<file path="config.mk">
export PLATFORM = sky130hd
export DESIGN_NAME = mat_vec_stream
export DESIGN_NICKNAME = d
export VERILOG_FILES = /design/src/rtl/mat_vec_pkg.sv /design/src/rtl/mat_vec_mac.sv /design/src/rtl/mat_vec_stream.sv
export SDC_FILE = /design/constraint.sdc
export NUM_CORES = 2
export LEC_CHECK = 0
export ABC_CLOCK_PERIOD_IN_PS = 17250
export BUFFER_PORTS_ARGS = -buffer_cell sky130_fd_sc_hd__buf_2
export CELL_PAD_IN_SITES_DETAIL_PLACEMENT = 1
export CELL_PAD_IN_SITES_GLOBAL_PLACEMENT = 2
export CORE_MARGIN = 2
export CORE_UTILIZATION = 35
export DETAILED_ROUTE_END_ITERATION = 7
export PLACE_DENSITY = 0.74
export SETUP_SLACK_MARGIN = 0.02
export SLEW_MARGIN = 0
export SYNTH_ARGS = -nofsm -noshare
export SYNTH_HDL_FRONTEND = slang
export SYNTH_SLANG_ARGS = --single-unit
</file>
<file path="constraint.sdc">
create_clock -name clk_in -period 17.25 [get_ports clk_in]
set_clock_uncertainty 0.05 [all_clocks]
set_input_delay 2.5875 -clock clk_in [delete_from_list [all_inputs] [get_ports clk_in]]
set_output_delay 2.5875 -clock clk_in [all_outputs]
set_load 0.05 [all_outputs]
</file>
<file path="src/rtl/mat_vec_pkg.sv">
// mat_vec_pkg: state encoding and fixed-point helpers for mat_vec_stream (MAT_VEC_SAT_EN selects saturating output)
package mat_vec_pkg;
    typedef enum logic [1:0] {IDLE = 2'd0, MAC = 2'd1, OUT = 2'd2} state_t;
    localparam int ACC_MAX = 136;
    localparam int VAL_MAX = 64;
    typedef struct packed {
        logic ovf;
        logic [VAL_MAX-1:0] val;
    } fmt_t;
    function automatic int acc_width(input int width, input int dim);
        return 2 * width + $clog2(dim);
    endfunction
    function automatic fmt_t fmt_result(input logic signed [ACC_MAX-1:0] acc, input int frac, input int width);
        logic signed [ACC_MAX-1:0] sh;
        fmt_t f;
        sh = acc >>> frac;
        f.ovf = 1'b0;
`ifdef MAT_VEC_SAT_EN
        begin
            logic signed [ACC_MAX-1:0] hi, lo;
            hi = (ACC_MAX'(1) <<< (width - 1)) - ACC_MAX'(1);
            lo = ~hi;
            if (sh > hi) begin
                sh = hi;
                f.ovf = 1'b1;
            end else if (sh < lo) begin
                sh = lo;
                f.ovf = 1'b1;
            end
        end
`endif
        f.val = VAL_MAX'(sh) & ~({VAL_MAX{1'b1}} << width);
        return f;
    endfunction
endpackage

</file>
<file path="src/rtl/mat_vec_mac.sv">
// mat_vec_mac: signed multiply-accumulate; acc_sum is the running sum including the current product
module mat_vec_mac #(
    parameter int WIDTH = 32,
    parameter int ACC_W = 66
) (
    input  logic                    clk_in,
    input  logic                    rst_n_in,
    input  logic signed [WIDTH-1:0] a,
    input  logic signed [WIDTH-1:0] b,
    input  logic                    clear,
    input  logic                    last,
    output logic signed [ACC_W-1:0] acc_sum
);
    logic signed [ACC_W-1:0] acc;
    logic signed [2*WIDTH-1:0] prod;
    assign prod = (2*WIDTH)'(a) * (2*WIDTH)'(b);
    assign acc_sum = acc + ACC_W'(prod);
    // Accumulate one product per cycle; restart on clear and after the last column of a row
    always_ff @(posedge clk_in) begin
        if (!rst_n_in || clear || last)
            acc <= '0;
        else
            acc <= acc_sum;
    end
endmodule

</file>
<file path="src/rtl/mat_vec_stream.sv">
// mat_vec_stream: streaming DIMxDIM fixed-point matrix x vector engine; define MAT_VEC_SAT_EN for saturating output
module mat_vec_stream
    import mat_vec_pkg::*;
#(
    parameter int DIM   = 4,
    parameter int WIDTH = 32,
    parameter int FRAC  = 16
) (
    input  logic                       clk_in,
    input  logic                       rst_n_in,
    input  logic [DIM*DIM*WIDTH-1:0]   mat_in,
    input  logic                       mat_load_in,
    output logic                       mat_ready_out,
    input  logic [DIM*WIDTH-1:0]       vec_in,
    input  logic                       vec_valid_in,
    output logic                       vec_ready_out,
    output logic [DIM*WIDTH-1:0]       vec_out,
    output logic                       vec_valid_out,
    input  logic                       vec_ready_in,
    output logic                       overflow_out
);
    localparam int ACC_W = acc_width(WIDTH, DIM);
    localparam int CW = $clog2(DIM);
    localparam logic [CW-1:0] LAST = CW'(DIM - 1);
    state_t state;
    logic signed [WIDTH-1:0] m [DIM][DIM];
    logic signed [WIDTH-1:0] v [DIM];
    logic signed [WIDTH-1:0] res [DIM];
    logic [CW-1:0] r, c;
    logic signed [ACC_W-1:0] acc_sum;
    fmt_t f;
    logic idle, accept, row_done, unused_fmt;
    assign idle = rst_n_in && state == IDLE;
    assign mat_ready_out = idle;
    assign vec_ready_out = idle;
    assign accept = idle && vec_valid_in;
    assign row_done = state == MAC && c == LAST;
    assign f = fmt_result(ACC_MAX'(acc_sum), FRAC, WIDTH);
    assign unused_fmt = ^f;
    mat_vec_mac #(.WIDTH(WIDTH), .ACC_W(ACC_W)) u_mac (
        .clk_in   (clk_in),
        .rst_n_in (rst_n_in),
        .a        (m[r][c]),
        .b        (v[c]),
        .clear    (state != MAC),
        .last     (row_done),
        .acc_sum  (acc_sum)
    );
    genvar i;
    for (i = 0; i < DIM; i++) begin : g_out
        assign vec_out[i*WIDTH +: WIDTH] = res[i];
    end
    // FSM, row/column counters, operand registers and result registers
    always_ff @(posedge clk_in) begin
        if (!rst_n_in) begin
            state <= IDLE;
            r <= '0;
            c <= '0;
            vec_valid_out <= 1'b0;
            for (int k = 0; k < DIM; k++) begin
                v[k] <= '0;
                res[k] <= '0;
                for (int j = 0; j < DIM; j++) m[k][j] <= '0;
            end
        end else begin
            if (idle && mat_load_in)
                for (int k = 0; k < DIM; k++)
                    for (int j = 0; j < DIM; j++) m[k][j] <= mat_in[(k*DIM+j)*WIDTH +: WIDTH];
            if (accept) begin
                for (int k = 0; k < DIM; k++) v[k] <= vec_in[k*WIDTH +: WIDTH];
                r <= '0;
                c <= '0;
                state <= MAC;
            end
            if (state == MAC) begin
                c <= row_done ? '0 : c + CW'(1);
                if (row_done) begin
                    res[r] <= f.val[WIDTH-1:0];
                    r <= (r == LAST) ? '0 : r + CW'(1);
                    if (r == LAST) begin
                        state <= OUT;
                        vec_valid_out <= 1'b1;
                    end
                end
            end
            if (state == OUT && vec_ready_in) begin
                state <= IDLE;
                vec_valid_out <= 1'b0;
            end
        end
    end
`ifdef MAT_VEC_SAT_EN
    // Sticky clamp flag for the vector in flight, cleared when a new vector is accepted
    always_ff @(posedge clk_in) begin
        if (!rst_n_in || accept)
            overflow_out <= 1'b0;
        else if (row_done && f.ovf)
            overflow_out <= 1'b1;
    end
`else
    assign overflow_out = 1'b0;
`endif
endmodule

</file>
# Word-level counts from Yosys, hierarchy flattened
# Memories as Yosys holds them, arrays and structs flattened. A register that Yosys moved wholly into a read port is not among the register bits.
# Cells that the tools add are included.
[word_totals]
out_inout_bits = 132
mem_count = 3
word_cells = 104
ramBits = 768
reg_bits = 73
inputBits = 645
[memory_table]
columns = ["memory", "depth", "width", "read_ports", "rd_ports_with_merged_regs", "write_ports", "line_no", "text"]
rows = [
  ["m", 4, 128, 1, 1, 4, "mat_vec_stream.sv:26", "logic signed [WIDTH-1:0] m [DIM][DIM];"],
  ["res", 4, 32, 4, 0, 4, "mat_vec_stream.sv:28", "logic signed [WIDTH-1:0] res [DIM];"],
  ["v", 4, 32, 1, 1, 4, "mat_vec_stream.sv:27", "logic signed [WIDTH-1:0] v [DIM];"],
]
[op_classes]
n_eq_ne = 5
mux = 51
n_reduce_logical = 13
n_addsub = 3
order_cmp = 1
n_bitwise = 22
multipliers = 1
[op_table]
columns = ["op", "count"]
rows = [
  ["32-bit 2-to-1 mux", 23],
  ["66-bit by 64-bit adder with 66-bit output", 1],
  ["32-bit binary-select mux with 2-bit select", 1],
  ["32-bit by 32-bit multiplier with 64-bit output", 1],
  ["32-bit OR reduction", 1],
  ["2-bit 2-to-1 mux", 15],
  ["1-bit OR", 20],
  ["1-bit 2-to-1 mux", 12],
  ["2-bit equality test, second input constant", 3],
  ["1-bit logical AND", 5],
  ["2-bit by 1-bit adder with 2-bit output, second input constant", 2],
  ["3-bit greater-or-equal comparator, second input constant", 1],
  ["2-bit inverter with 3-bit output", 1],
  ["3-bit AND reduction", 1],
  ["2-bit by 1-bit equality test with 1-bit output, second input constant", 1],
  ["2-bit logical NOT", 1],
  ["1-bit logical OR", 2],
  ["2-bit by 1-bit inequality test with 1-bit output, second input constant", 1],
  ["2-bit nonzero test", 1],
  ["2-bit OR reduction", 1],
  ["1-bit logical NOT", 1],
  ["1-bit inverter", 1],
]

# Longest topological paths before layout
[depth]
word_depth = 8
mapped_depth = 42
mapped_depth_nobuf = 32

# Cells and area by module
# From an unflattened synthesis, not the netlist that was laid out.
[hier_totals]
hier_cells = 6608
hier_area_um2 = 76249.4
[modules_own_cells]
columns = ["module", "seq_area_each_um2", "cells_per_inst", "instances", "area_each_um2"]
rows = [
  ["mat_vec_mac", 1321.3, 4565, 1, 42793.5],
  ["mat_vec_stream", 23242.3, 2043, 1, 33455.8],
]

# Worst setup path after synthesis
# OpenSTA, ideal clock, no wires.
[synth_path]
path_type = "input -> register"
start = "input port rst_n_in"
end = "memory m[0][0] in the netlist's numbering, enable pin"
setup_ps = 901
setup_slack_ps = 1267
n_path_buf = 4
arrival_time_ps = 15032
path_stages = 7
required_ps = 16299
cell_sequence = "clkbuf_1 > nor3b_1 > clkbuf_1 > clkbuf_1 > clkbuf_1 > nand2_1 > nand2_1"
[synth_rtl]
columns = ["element", "line_no", "text"]
rows = [
  ["start, declared", "mat_vec_stream.sv:10", "input logic rst_n_in,"],
  ["end, declared", "mat_vec_stream.sv:26", ""],
]

==> results.yml <==
die:
  die_w_um: 437.2
  core_area_mm2: 0.1872
  fp-row-count: 159
  die_h_um: 437.2
  initial_core_util: 0.3509
  die_area_mm2: 0.1912
  io_pins: 777
clock_tree:
  clockBufferDepth: 3
  cts_root_buf: "clkbuf_16"
  cts_buffers: 96
  cts_tree: "yes"
  clkSinkCount: 825
  cts_resized: 0
  clkTransAtPathRegs_ps: 60
  h-tree-depth: 3
  postCtsHoldBufs: 0
  post-cts-setup-buffers: 0
  worst_skew_pair.late_latency_ps: 790
timing:
  finalSetupViolCount: 0
  grt_setup_unrepaired: "false"
  timing.fmax_ghz: 0.08700
  worstMarginPinSlew_ps: 1288
  relSlewSlack: 0.1415
  drv_slew: 0
  final_hold_viol_count: 0
  fin_crit_ps: 11490
  finalSetupTns_ps: 0
  finalCritPeriodShare: 0.6663
logic_synthesis:
  synth-async-reset-ratio: 0
  yosys_warnings: 0
  syn_inst: 5819
  synth_area_mm2: 0.06568
  synth_seq_area_share: 0.3685
  synth_nets: 7554
  synth_top_area_frac: 0.3511
  syn_avg_cell_area_um2: 11.29
  yosysUniqueCellTypes: 66
  ys_ff_latch: 825
  synth_top_cell_by_area: "edfxtp_1"
  synth.area.top_cells: "edfxtp_1 (35%), fa_1 (28%), and3_1 (6.1%)"
  synth_ff_type: "edfxtp_1"
  synth-edff-count: 768
hold_path:
  worstHoldStart: "state[0]"
  hold_path_depth: 2
  hold_class: "register to register"
  holdPathEnd: "state[0]"
critical_path:
  r2r_cells: 32
  crit_path_max_incr_delay_ps: 870
  endpoint_kind: "register"
  critical_path_class: "register to register"
  cp_max_fo: 43
  crit_family: "adder cells"
  r2r_setup_slack_ps: 5760
  startpoint_type: "register"
  critPathBufInv: 10
  timing.rr.start: "r[0]"
  crit_required_ps: 17700
  r2r_end: "res[0][26]"
  critPathSlowestCell: "dfxtp_4"
  cp.arrival_ps: 11940
status:
  status: "finished clean"
route:
  viasPerCell: 5.080
  drt_first_iter_violations: 3121
  finalWirelength_um: 233200
  wl_per_cell_um: 25.88
  drc: 0
  route.vias.total: 45770
  firstDrtPassIters: 5
  ant_nets: 0
placed_design:
  place_inst: 8804
  dp_hpwl_um: 185400
  globalplace.congestion: 0.8743
  io_buffers: 775
global_routing:
  antenna_found_initial: 95
  grt-ovfl-total: 0
  grt.total_usage: 0.2423
  first_global_vias: 50040
  grt_pass1_wl_um: 337700
  grt_max_degree: 137
cells_and_area:
  fin_nets: 8142
  area_growth_pct: 14.52
  final_util: 0.4018
  drive_gt1_frac: 0.1849
  layoutNonFillerInstCount: 9011
job:
  cap_violations: 0
==> cell families after synthesis <==
kind of cell | synth area share
AO/OA/AOI/OAI | 0.02492
XOR/XNOR | 0.01192
adder cells (fa/ha/maj) | 0.3110
buffers and inverters | 0.08157
flip-flops | 0.3685
multiplexers | 0.06082
other | 0.00005709
AND/OR/NAND/NOR | 0.1413
==> layer usage <==
layer | track usage | wire, um
met1 | 0.2893 | 88970
met2 | 0.4345 | 122600
met3 | 0.03548 | 11300
met4 | 0.1009 | 10040
met5 | 0 | 260
==> cells in the final DEF, fill, tap and decap left out, types with 10 or more instances in the layout <==
master / count
o21a_1: 36
edfxtp_1: 768
mux2_2: 24
fa_1: 904
buf_4: 102
o21ai_2: 15
ha_1: 186
clkbuf_16: 96
xor2_1: 20
nor2b_1: 13
mux2i_1: 47
xnor2_1: 56
o21ai_1: 11
nor2_1: 528
and2_1: 62
clkinv_2: 15
inv_1: 1004
mux4_1: 22
nand2_1: 641
o21ai_0: 42
diode_2: 31
buf_2: 774
clkinv_1: 20
a22oi_1: 13
a21oi_1: 54
nor3_1: 19
mux4_2: 116
nand3_1: 31
o21bai_1: 10
clkbuf_1: 16
a21o_1: 29
and3_1: 642
dfxtp_1: 51
==> worst reg2reg max path, delay by kind of cell, from the launching register on <==
kind	cells	cell delay, ps
adder cells (fa/ha/maj)	9	4440
AO/OA/AOI/OAI	9	2000
buffers and inverters	10	1730
AND/OR/NAND/NOR	3	1400
flip-flops	1	870
multiplexers	1	730
==> sequential cells by signal (all words and copies together) (netlist names), named ones only <==
register       count
u_mac.acc         48
state              2
v                128
vec_valid_out      1
m                512
res              128
r                  2
c                  2
==> area by class of cell <==
cell class / instances / area (um^2)
Tap cell: 2495 / 3122
Sequential cell: 825 / 24220
Inverter: 1006 / 3776
Timing Repair Buffer: 877 / 4654
Antenna cell: 31 / 77.57
Fill cell: 20500 / 112000
Clock inverter: 64 / 690.7
Multi-Input combinational cell: 3601 / 36220
Clock buffer: 112 / 2462
==> per-stage QoR <==
step / cell area [um^2] / setup WS [ps] / hold slack, ps
2_1_floorplan: 65680 / 1267 / 440.4
3_3_place_gp: 71990 / 5801 / 486.6
3_5_place_dp: 71990 / 5601 / 516.6
4_1_cts: 75140 / 5572 / 528.6
5_1_grt: 75210 / 4895 / 566.2
6_report: 75220 / 5756 / 525.9
==> cells in the mapped netlist (all sizes together) (3+ instances only) <==
library cell,n
inv,1005
fa,904
edfxtp,768
nand2,645
and3,642
nor2,529
clkbuf,339
ha,186
mux4,138
o21ai,68
and2,62
xnor2,58
dfxtp,57
a21oi,54
mux2i,53
buf,48
o21a,36
nand3,31
a21o,29
mux2,24
xor2,21
nor3,19
a22oi,15
nor2b,13
o21bai,10
nand4,9
a211oi,7
o211ai,5
a21boi,4
a31oi,4
o31ai,4
or3,4
a41oi,3
nand2b,3
xnor3,3
==> worst max path at each step <==
stage | startpoint | end | cells past startpoint
3_3_place_gp | r[0] | res[0][29] | 32
6_report | r[0] | res[0][26] | 32
4_1_cts | r[0] | res[0][26] | 32
5_1_grt | r[0] | res[0][26] | 32
3_5_place_dp | r[0] | res[0][26] | 32
2_1_floorplan | rst_n_in | m[0][0] | 7
Power is left out: the tool's default activity adds up to more than one toggle a clock period on the data nets, which glitch-free logic cannot reach.
